File: src/rtl/dcpu16_pkg.sv
// dcpu16_pkg: shared FSM encoding and default bus widths for the DCPU16 memory bus blocks.
package dcpu16_pkg;
  typedef enum logic [1:0] {IDLE = 2'd0, BUSY = 2'd1, DONE = 2'd2} state_t;
  localparam int AW_DEF = 16;
  localparam int DW_DEF = 16;
endpackage

File: src/rtl/dcpu16_arb_pick.sv
// dcpu16_arb_pick: combinational grant selector, fixed priority or round-robin from ptr.
module dcpu16_arb_pick #(
  parameter int NCH = 3,
  parameter int RR  = 0,
  parameter int IW  = 2
) (
  input  logic [NCH-1:0] req,
  input  logic [IW-1:0]  ptr,
  output logic [NCH-1:0] gnt,
  output logic [IW-1:0]  idx
);
  logic [IW-1:0] k;
  always_comb begin
    idx = '0;
    gnt = '0;
    k = '0;
    // Walk from the lowest search offset last so the first active channel wins.
    for (int i = NCH - 1; i >= 0; i--) begin
      k = RR != 0 ? IW'((int'(ptr) + i) % NCH) : IW'(i);
      if (req[k]) begin
        idx = k;
        gnt = '0;
        gnt[k] = 1'b1;
      end
    end
  end
endmodule

File: src/rtl/dcpu16_mbus_arb.sv
// dcpu16_mbus_arb: N-channel arbiter onto one simplified-Wishbone master with watchdog and stall output.
module dcpu16_mbus_arb import dcpu16_pkg::*; #(
  parameter int AW  = AW_DEF,
  parameter int DW  = DW_DEF,
  parameter int NCH = 3,
  parameter int RR  = 0,
  parameter int TMO = 15
) (
  input  logic              clk,
  input  logic              rst,
  input  logic [NCH-1:0]    req_stb,
  input  logic [NCH-1:0]    req_wre,
  input  logic [NCH*AW-1:0] req_adr,
  input  logic [NCH*DW-1:0] req_dto,
  output logic [NCH-1:0]    req_ack,
  output logic [NCH-1:0]    req_err,
  output logic [DW-1:0]     req_dti,
  output logic              ena,
  output logic [AW-1:0]     m_adr,
  output logic [DW-1:0]     m_dto,
  output logic              m_stb,
  output logic              m_wre,
  input  logic [DW-1:0]     m_dti,
  input  logic              m_ack
);
  localparam int IW = NCH > 1 ? $clog2(NCH) : 1;
  localparam int CW = TMO > 0 ? $clog2(TMO + 1) : 1;
  state_t st, st_nx;
  logic [IW-1:0] ptr, pick_idx;
  logic [NCH-1:0] pick_gnt, oh;
  logic [CW-1:0] cnt;
  logic tmo_hit;
  dcpu16_arb_pick #(.NCH(NCH), .RR(RR), .IW(IW)) u_pick (
    .req(req_stb),
    .ptr(ptr),
    .gnt(pick_gnt),
    .idx(pick_idx)
  );
  // Timeout fires on the BUSY cycle whose increment would reach TMO; an ack in that cycle wins.
  assign tmo_hit = TMO != 0 && int'(cnt) == TMO - 1;
  assign ena = ~|(req_stb & ~(req_ack | req_err));
  always_comb begin
    st_nx = st == IDLE ? (|req_stb ? BUSY : IDLE) :
            st == BUSY ? (m_ack || tmo_hit ? DONE : BUSY) : IDLE;
  end
  always_ff @(posedge clk) begin
    if (rst) begin
      st <= IDLE;
      ptr <= '0;
      oh <= '0;
      cnt <= '0;
      m_adr <= '0;
      m_dto <= '0;
      m_wre <= 1'b0;
      m_stb <= 1'b0;
      req_ack <= '0;
      req_err <= '0;
      req_dti <= '0;
    end else begin
      st <= st_nx;
      req_ack <= '0;
      req_err <= '0;
      if (st == IDLE && |req_stb) begin
        oh <= pick_gnt;
        m_adr <= req_adr[pick_idx*AW +: AW];
        m_dto <= req_dto[pick_idx*DW +: DW];
        m_wre <= req_wre[pick_idx];
        m_stb <= 1'b1;
        cnt <= '0;
        ptr <= int'(pick_idx) == NCH - 1 ? '0 : pick_idx + 1'b1;
      end
      if (st == BUSY) begin
        cnt <= &cnt ? cnt : cnt + 1'b1;
        if (m_ack) begin
          m_stb <= 1'b0;
          req_ack <= oh;
          if (!m_wre) req_dti <= m_dti;
        end else if (tmo_hit) begin
          m_stb <= 1'b0;
          req_err <= oh;
        end
      end
    end
  end
endmodule

File: config.mk
export PLATFORM = sky130hd
export DESIGN_NAME = dcpu16_mbus_arb
export DESIGN_NICKNAME = d
export VERILOG_FILES = /design/src/rtl/dcpu16_pkg.sv /design/src/rtl/dcpu16_arb_pick.sv /design/src/rtl/dcpu16_mbus_arb.sv
export SDC_FILE = /design/constraint.sdc
export NUM_CORES = 1
export LEC_CHECK = 0
export ABC_CLOCK_PERIOD_IN_PS = 1950
export CAP_MARGIN = 10
export CELL_PAD_IN_SITES_DETAIL_PLACEMENT = 0
export CELL_PAD_IN_SITES_GLOBAL_PLACEMENT = 1
export CORE_AREA = 8 8 152 97
export CTS_CLUSTER_SIZE = 24
export DETAILED_ROUTE_END_ITERATION = 10
export DIE_AREA = 0 0 160 105
export HOLD_SLACK_MARGIN = 0.08
export PLACE_DENSITY_LB_ADDON = 0.1
export SETUP_SLACK_MARGIN = 0.2
export SLEW_MARGIN = 20
export SYNTH_ARGS = -nofsm -noshare
export SYNTH_HDL_FRONTEND = slang
export SYNTH_HIERARCHICAL = 1
export SYNTH_SLANG_ARGS = --single-unit
File: constraint.sdc
create_clock -name clk -period 1.95 [get_ports clk]
set_clock_uncertainty 0.15 [all_clocks]
set_input_delay 0.195 -clock clk [delete_from_list [all_inputs] [get_ports clk]]
set_output_delay 0.195 -clock clk [all_outputs]
set_load 0.01 [all_outputs]
# Word-level counts from Yosys, hierarchy flattened
# Index checks and enable logic that the tools add are counted.
# word_totals
ff_bits	65
input_bits	121
out_inout_bits	57
word_cells	55
# classes
n_addsub	1
magnitude_cmp	1
eq_ne	3
n_shift	2
mux	19
bitwise_logic	7
n_reduce_logical	12
# op_table
op	n
$shiftx A48 B7 Y16	2
$mux W2	6
$mux W4	3
$mux W3	3
$reduce_or A3 Y1	3
$mux W1	6
$add A4 B1 Y4 const B	1
$eq A4 B2 Y1 const B	1
$not A1 Y1	4
$reduce_and A4 Y1	1
$reduce_or A4 Y1	1
$and A3 B3 Y3	1
$lt A2 B3 Y1 const B	1
$not A3 Y3	1
$or A3 B3 Y3	1
$reduce_and A3 Y1	1
$bmux W1 S2	1
$eq A2 B1 Y1 const B	1
$logic_not A2 Y1	1
$ne A2 B2 Y1 const B	1
$reduce_and A2 Y1	1
$reduce_bool A2 Y1	1
$logic_and A1 B1 Y1	1
$logic_not A1 Y1	1
$logic_or A1 B1 Y1	1

# Depth between registers and ports, before layout
# depth
depth_word	6
ltp_mapped	8
mapped_depth_nobuf	5

# Cells and area by module
# Netlist, hierarchy kept.
# modules_own_cells
mod	instances	cells_per_inst	area_each_um2	seq_area_each_um2
dcpu16_mbus_arb	1	380	3243.1	1341.3
dcpu16_arb_pick	1	5	41.3	0.0

# Worst setup path after synthesis
# OpenSTA, ideal clock, no wires.
# synth_path
path_kind	input to register
startpoint	in req_stb[1]
endpoint	reg m_adr[10]
setup_ps	91
t_arrival_ps	1344
required_time_ps	1709
path_slack_ps	365
stages	7
n_path_buf	3
path_cell_list	nor3b_2 buf_4 buf_6 buf_6 mux2i_1 or2_2 a311oi_1
# synth_via
elab_chain_cells	3
word_cells_on_any_way	5
classes_between	shift (1); mux (2); reduce/logical (2)
# synth_rtl
element	line	rtl
from (decl)	dcpu16_mbus_arb.sv:11	input logic [NCH-1:0] req_stb,
$mux W2 (2 in series)	dcpu16_arb_pick.sv:20	if (req[k]) begin
via pick_idx[1]	dcpu16_mbus_arb.sv:29	logic [IW-1:0] ptr, pick_idx;
$shiftx A48 B7 Y16	dcpu16_mbus_arb.sv:65	m_adr <= req_adr[pick_idx*AW +: AW];
to (signal assigned)	dcpu16_mbus_arb.sv:65	
to (decl)	dcpu16_mbus_arb.sv:19	output logic [AW-1:0] m_adr,
# The timed path passes the listed nets, and every way through them passes these cells.
# A chain may end at the register's enable or synchronous reset.

# Final worst setup path
# layout_path
startpoint	in req_stb[2]
endpoint	reg m_adr[1]
# layout_via
elab_chain_cells	4
word_cells_on_any_way	6
classes_between	shift (1); mux (3); reduce/logical (2)
# layout_rtl
element	line
$mux W2 (3 in series)	dcpu16_arb_pick.sv:20
$shiftx A48 B7 Y16	dcpu16_mbus_arb.sv:65
# Parallel ways exist; a longest one is shown, timed or not.

==> out/qor.txt <==
Combinational share of power: 25.9%
Post-layout net count: 677
HP Class: in -> reg
Worst Path Required: 2030 ps
Fin. Hold Viols: 0
First-pass GRT wire length: 20,500 um
TritonCTS clock tree: yes
Actual slew at the worst max-slew pin: 496 ps
Vias per cell: 4.67
Fillcell total: 1,251
Total power: 4.06 mW
Final instance area: 5630 sq um
Post-Syn Area: 3210 sq um
Share of cells above drive strength 1: 14.8%
Max H-tree Level: 3
Die area: 16,800 sq um
Commonest cells after routing, fill and taps aside: clkdlybuf4s50_1 (171), nand2_1 (65), dfxtp_1 (65)
Sw power: 1.08 mW
I/O pin count: 178
CTS max path bufs: 2
YS warnings: 6
Clock-pin slew on the worst setup and hold paths: 50 ps
Arr. time, crit path: 1750 ps
PD cells: 720 nW/um^2
GPL Wtd Cong: 0.750
Initial DRC Count: 122
Worst path max stage delay: 280 ps
# diodes: 0
CP delay by family, top: buffers and inverters
Slowest cell on the critical path: bufbuf_16
CTS Buf Count: 9
Critical path launch point type: primary input
# DRC: 0
Initial Utilization: 25.7%
Place WS: -228 ps
Status: finished, final reports clean
Headroom to the max-slew limit: 66.9%
Max VDD drop: 0.339 mV
Die Wd: 160 um
Reg power frac: 37.3%
Fmax: 0.600 GHz
Clock Power Share: 36.9%
Clk sinks: 65
Die Span Y: 105 um
Clk root buf: clkbuf_16
Switch share: 26.6%
# rows: 32
Worst Setup End Kind: flop
DP Wirelength: 9480 um
Grt ovf: 0
Fin crit share: 85.5%
Most common cell after layout, fill and taps aside: clkdlybuf4s50_1
Antenna-violating nets left: 0
Worst setup margin: 282 ps
Final slew viol count: 0
Critical path type: in -> reg
DR vias: 3,401
Post-DP Area: 5230 sq um
Largest net degree at the start of global routing: 34
IO Port Bufs: 177
Total track usage: 15.3%
Worst skew pair latency: 330 ps
RSZ-0062 raised after global routing: false
Syn Inst Count: 377
Buffers & Inverters on Critical Path: 4
Fin crit period: 1670 ps
Vias in the first global route: 3,602
Layout area overhead: 75.4%
Power Internal: 2.98 mW
Total wire length: 13,000 um
Antenna violations before repair: 0
Crit path cell chain: dlygate4sd2_1 > nor3b_4 > buf_6 > bufbuf_16 > nor2b_4 > buf_8 > nand2_1 > a311oi_1
Avg Inst Size Synth: 8.52 sq um
Setup violators final: 0
Crit-path max FO: 13
Post-Syn Nets: 500
Max Cap Viol: 0
Initial DRT Pass Iterations: 5
Leak pwr: 2.04 nW
WL/cell: 17.8 um
Core area: 12,500 sq um
## worst paths after layout
path | start | endpoint | slack (ps) | depth (start not counted)
worst max-delay path | req_stb[2] | m_adr[1]$_SDFFE_PP0P_ | 280 | 8
worst min register to register | req_dti[11]$_SDFFE_PP0P_ | req_dti[11]$_SDFFE_PP0P_ | 300 | 2
worst max register to register | cnt[1]$_SDFFE_PP0P_ | cnt[1]$_SDFFE_PP0P_ | 320 | 4
worst min-delay path | rst | oh[1]$_SDFFE_PP0P_ | 190 | 2
## worst register-to-register path, cell delays in order, from the launching register on
cell and delay, ps:
dfxtp_1 370, ha_1 230, nand3_1 180, a22oi_1 230
mux2_2 350
## power by group through the flow
stage	Sequential [mW]	Clock, mW	Combinational [mW]
finish	1.51	1.50	1.05
global route	1.52	1.61	1.14
CTS	1.51	1.55	1.05
detailed placement	1.54	0	1.03
global placement	1.53	0	1.02
floorplan	1.57	0	0.377
## final cells by class
type | count | area [sq um] | share of cell area, %
clock inverter | 3 | 15.0 | 0.267
inverter | 2 | 7.51 | 0.133
timing repair buffer | 204 | 2070 | 36.8
sequential | 65 | 1300 | 23.1
multi-input combinational | 272 | 1760 | 31.3
tap | 170 | 213 | 3.78
clock buffer | 13 | 260 | 4.62
## metal layers
layer,wire (um),global-route usage [%],vias to the layer above
met5,0,0,-
met4,123,3.78,0
met3,1230,6.90,11
met2,5350,22.5,124
met1,6260,20.0,1564
li1,-,-,1702
## per-stage QoR
step                util, %  setup TNS (ps)  hold slack, ps  instances
finish                 45.1               0             190        729
global placement       41.9           -5050             293        708
detailed placement     41.9           -6570             298        708
global route           45.1               0             217        729
CTS                    44.9               0             182        729
floorplan                 -               0             181        377
## what timing repair did
action	4_1_cts	5_1_grt
buffers inserted	2	0
pin swaps	8	1
gates resized for setup	10	9
endpoints found under the setup margin	31	9
endpoints found under the hold margin	0	0
hold buffers	0	0
gates cloned	3	0
## registers in the layout, indices dropped and copies added, names as in the netlist
name     cells
cnt          4
m_wre        1
req_dti     16
m_dto       16
m_stb        1
m_adr       16
oh           3
req_ack      3
req_err      3
st           2
Note: power is estimated with default switching activity, not from simulation.
